==> config.mk <==
export PLATFORM = sky130hd
export DESIGN_NAME = integral_image_core
export DESIGN_NICKNAME = d
export VERILOG_FILES = /design/src/rtl/integral_image_core.sv
export SDC_FILE = /design/constraint.sdc
export NUM_CORES = 1
export LEC_CHECK = 0
export ABC_CLOCK_PERIOD_IN_PS = 11500
export CORE_MARGIN = 3
export CORE_UTILIZATION = 35
export CTS_CLUSTER_SIZE = 25
export DETAILED_ROUTE_END_ITERATION = 8
export MAX_ROUTING_LAYER = met4
export PLACE_DENSITY = 0.59
export SYNTH_ARGS = -nofsm -noshare
export SYNTH_HDL_FRONTEND = slang
export SYNTH_SLANG_ARGS = --single-unit
==> constraint.sdc <==
create_clock -name clock -period 11.5 [get_ports clock]
set_input_delay 3.45 -clock clock [delete_from_list [all_inputs] [get_ports clock]]
set_output_delay 3.45 -clock clock [all_outputs]
set_load 0.01 [all_outputs]
==> src/rtl/integral_image_core.sv <==
// Streaming integral image over a square ROW_SIZE x ROW_SIZE raster frame, one pixel per clock.
// Latency: S is registered one cycle after the pixel is accepted. There is no backpressure, so every non-reset edge consumes a sample.
module integral_image_core #(
  parameter int W        = 8,
  parameter int ROW_SIZE = 4,
  parameter int W_SUM    = 16
) (
  input  logic             clock,
  input  logic             reset,
  input  logic [W-1:0]     new_sample,
  output logic [W_SUM-1:0] S
);

  localparam int CW = (ROW_SIZE > 1) ? $clog2(ROW_SIZE) : 1;
  localparam logic [CW-1:0] LAST = CW'(ROW_SIZE - 1);

  logic [CW-1:0]    col;
  logic [CW-1:0]    row;
  logic [W_SUM-1:0] row_sum;
  logic [W_SUM-1:0] row_buf [ROW_SIZE];

  logic [W_SUM-1:0] pix;
  logic [W_SUM-1:0] row_sum_next;
  logic [W_SUM-1:0] above;
  logic [W_SUM-1:0] integ;

  always_comb begin
    pix          = W_SUM'(new_sample);
    row_sum_next = (col == '0) ? pix : row_sum + pix;
    // Row 0 must not see the previous frame's buffer contents.
    above        = (row == '0) ? '0 : row_buf[col];
    integ        = row_sum_next + above;
  end

  always_ff @(posedge clock) begin
    if (reset) begin
      S       <= '0;
      col     <= '0;
      row     <= '0;
      row_sum <= '0;
      for (int i = 0; i < ROW_SIZE; i++) row_buf[i] <= '0;
    end else begin
      S            <= integ;
      row_sum      <= row_sum_next;
      row_buf[col] <= integ;
      if (col == LAST) begin
        col <= '0;
        row <= (row == LAST) ? '0 : row + 1'b1;
      end else begin
        col <= col + 1'b1;
      end
    end
  end

endmodule

== After elaboration in Yosys (flattened, before gate mapping) ==
Memory sizes are Yosys's and may differ from the RTL's. A register that Yosys moved wholly into a read port is not among the register bits.
Cells that the tools add are included.

* Add/subtract/negate cells: 4
* Eq/ne operators: 2
* Muxes and demuxes: 10
* Reductions and logical operators: 4

{| class="wikitable"
|+ Operators with widths
! operator !! count
|-
| two-way mux 16 bit || 3
|-
| adder 16 bit || 1
|-
| adder 16 x 8 -> 16 bit || 1
|-
| OR reduction 16 bit || 1
|-
| two-way mux 2 bit || 3
|-
| adder 2 x 1 -> 2 bit, second input constant || 2
|-
| == test 2 bit, second input constant || 2
|-
| logical NOT 2 bit || 2
|-
| two-way mux 1 bit || 4
|-
| OR reduction 2 bit || 1
|}

* Register bits after elaboration: 36
* Bits in writable memories: 64
* Bits of input ports: 10
* Output and inout port bits: 16
* Logic and storage cells: 25
* Memories kept: 1

{| class="wikitable"
|+ Memory list
! memory !! words !! width !! read ports !! clocked after Yosys merged registers in !! write ports !! RTL line !! text
|-
| row_buf || 4 || 16 || 1 || 1 || 4 || 20 || <nowiki>logic [W_SUM-1:0] row_buf [ROW_SIZE];</nowiki>
|}

== Logic depth before layout (Yosys ltp) ==
* Depth after elaboration: 4
* Depth in mapped cells: 16
* Mapped depth without buffers: 15

== Worst setup path before layout ==
No wires, ideal clock.

* Path type: input to register
* Start: input new_sample[0]
* End: memory row_buf[3][15], data pin
* Setup time: 0.260 ns
* Arrival: 6.681 ns
* Required time: 11.240 ns
* Slack: 4.560 ns
* Cell stages on the path: 16
* Path buffers: 1
* Cells stage by stage: ha_1 fa_1 a21o_2 a21oi_1 o21ai_0 nand4_1 xor2_1 nor2_1 ha_1 clkbuf_1 a21oi_1 o211ai_1 o211ai_1 nand3_1 xnor2_1 mux2_2

{| class="wikitable"
|+ RTL lines
! element !! RTL line !! text
|-
| start: declaration || 10 || <nowiki>input logic [W-1:0] new_sample,</nowiki>
|-
| end: declaration || 20 ||
|}

==> run summary <==
I/O Buffers = 25
fmax = 0.132 GHz
antenna violations before repair = 0
core area = 0.0146 mm²
die area = 0.0166 mm²
status = completed
DR WL/cell = 16.4 µm
Slew Limit Fails = 0
ant diodes = 0
synthesized instance count = 482
Initial Utilization = 0.361
GRT Total Usage = 0.152
width of the die = 129 µm
relative slew slack = 0.395
CTS Buf Count = 9
clock sink count = 100
Placed Area = 0.00572 mm²
io pins = 26
Post-DRT Antenna Nets = 0
total of max-cap violations = 0
most used cell, CP = a211oi_1
CP startpoint kind = primary input
Pwr Density = 153 mW/mm²
drt pass-1 iters = 4
Final nets = 543
sequential share of the synthesized area = 0.500
critical path arrival = 7.65 ns
HP Class = register to register
min Tclk post-route = 7.57 ns
Netlist cell types = 48
number of global-route vias before repair = 3,541
Final HPWL DP = 7790 µm
highest cell delay on the worst timing path = 0.53 ns
worst vdd ir = 0.0866 mV
post-route cell area = 0.00599 mm²
Root Driver = clkbuf_16
commonest non-fill, non-tap cell in the layout = nor2_1
Vias = 3,582
post-CTS sizing = 0
clock buffer depth = 2
Min Hold Slack = 0.532 ns
slowest CP cell = a221oi_1
Vias per Instance = 5.17
CP endpoint kind = register
Mapped Nets = 521
Slew @ Worst Pin = 0.905 ns
highest-count cells in the layout ignoring fill and taps = 79 x nor2_1, 64 x edfxtp_1, 36 x dfxtp_1
Critical Path, Cell by Cell = clkdlybuf4s50_1 > ha_1 > a211oi_1 > o21bai_1 > a211oi_1 > o31ai_1 > xnor2_1 > a21oi_1 > ha_1 > a211oi_1 > o211ai_1 > a221oi_1 > o21ai_0 > xnor2_1 > nor2_1
Seq cells post-synth = 100
Die Y = 129 µm
CTS tree = yes
Fillers = 1,409
clock slew at reported path FFs = 0.07 ns
Final setup viols = 0
synthesized cell area = 0.00529 mm²
clock latency on the worst-skew pair = 0.35 ns
unrepaired setup endpoints after global routing = no
H-tree depth = 3
first-pass GRT wire length = 18,600 µm
syn avg cell area = 11.0 µm²
CP required = 11.58 ns
final clock skew = 0.00987 ns
Starting DRT DRC Count = 259
Hold Buf Count CTS = 0
Worst Path Max Fanout = 5
Site Rows = 44
Pleak = 2.30 nW
final wirelength = 11,400 µm
critical setup path kind = primary input to register
DRC = 0
Final Hold Viols = 0
layout cell share with drive strength beyond 1 = 0.104
Post-CTS Setup Bufs = 0
Tcrit/Tclk final = 0.658
number of synthesis warnings = 0
GP Congestion = 0.856
P&R area growth vs syn = 13.3%
largest net degree at the start of global routing = 30
Setup TNS = 0 ns
overflow left after global routing = 0
[cells by family after synthesis]
logic type / count (synthesis) / share of synthesized area
xor+xnor: 19 / 0.0315
mux: 28 / 0.0923
compound gates: 74 / 0.0987
fa+ha+maj: 29 / 0.0715
buf+inv: 44 / 0.0329
flops: 100 / 0.500
simple gates: 188 / 0.173
[critical path, delay by kind of cell]
| kind | cells | cell delay, ns |
|---|---|---|
| buffers and inverters | 1 | 0.48 |
| AOI/OAI and AO/OA | 9 | 2.35 |
| and+or+nand+nor | 1 | 0.10 |
| xor gates and xnor gates | 2 | 0.58 |
| adders and majority gates | 2 | 0.69 |
[through the flow]
stage                      util  cells  power, W  worst slack [ns]
after detailed placement  0.391    677  0.000647              3.58
after CTS                 0.409    693  0.000925              3.93
after floorplan               -    482  0.000584              4.56
after global placement    0.391    677  0.000643              3.68
after global routing      0.409    693  0.000962              3.44
final                     0.409    693  0.000914              3.93
[registers in the layout, summed over array words and instances, names as in the netlist]
signal	flops
S	16
col	2
row	2
row_buf	64
row_sum	16
[metal layers]
layer | wire, µm | track usage
met5 | 0 | -
met4 | 155 | 0.0704
met3 | 606 | 0.0274
met2 | 5520 | 0.236
met1 | 5100 | 0.193
[cell usage after synthesis (all sizes together)]
| master | instances | area [µm²] |
|---|---|---|
| nand3 | 13 | 65.1 |
| dfxtp | 36 | 721 |
| fa | 2 | 40.0 |
| nand4 | 4 | 25.0 |
| nor3b | 4 | 30.0 |
| a211oi | 11 | 82.6 |
| nand2 | 21 | 78.8 |
| or2 | 1 | 8.76 |
| nor3 | 17 | 85.1 |
| o21ai | 17 | 88.8 |
| xor2 | 6 | 52.6 |
| mux2i | 6 | 60.1 |
| o211ai | 5 | 51.3 |
| buf | 6 | 31.3 |
| nor2b | 21 | 131 |
| mux2 | 6 | 67.6 |
| ha | 27 | 338 |
| o31ai | 3 | 22.5 |
| clkinv | 1 | 3.75 |
| clkbuf | 12 | 45.0 |
| o221ai | 1 | 26.3 |
| and4bb | 1 | 12.5 |
| nor2 | 79 | 297 |
| a21boi | 1 | 7.51 |
| nand2b | 1 | 6.26 |
| and3 | 4 | 30.0 |
| o21bai | 3 | 22.5 |
| edfxtp | 64 | 1920 |
| inv | 25 | 93.8 |
| o21a | 4 | 30.0 |
| a221oi | 1 | 8.76 |
| o21ba | 1 | 10.0 |
| mux4 | 16 | 360 |
| xnor2 | 13 | 114 |
| a21oi | 16 | 83.8 |
| or3 | 7 | 48.8 |
| a21o | 11 | 87.6 |
| or4 | 1 | 7.51 |
| and2 | 13 | 81.3 |
| nor4b | 1 | 8.76 |
[report_power, final]
| part | switching (W) | internal (W) | total, W |
|---|---|---|---|
| logic | 0.000121 | 0.0000875 | 0.000209 |
| clock network | 0.000131 | 0.000145 | 0.000277 |
| registers | 0.00000935 | 0.000420 | 0.000429 |
[final timing paths]
kind | startpoint | end | slack [ns] | cells after the start
min reg2reg | row[1]$_SDFFE_PP0P_ | row[1]$_SDFFE_PP0P_ | 0.53 | 2
min | row[1]$_SDFFE_PP0P_ | row[1]$_SDFFE_PP0P_ | 0.53 | 2
max | new_sample[1] | row_buf[1][14]$_SDFFCE_PN0P_ | 3.93 | 15
max reg2reg | col[1]$_SDFF_PP0_ | row_buf[1][14]$_SDFFCE_PN0P_ | 6.91 | 12
[final cells by class]
type                            instances  area [µm²]  share of cell area
Inverter                               26        97.6              0.0163
Multi-Input combinational cell        338        2470               0.412
Timing Repair Buffer                   29         280              0.0468
Clock inverter                          7        42.5             0.00710
Sequential cell                       100        2640               0.441
Tap cell                              184         230              0.0384
Clock buffer                            9         225              0.0376
Note: power is estimated with default switching activity, not from simulation.
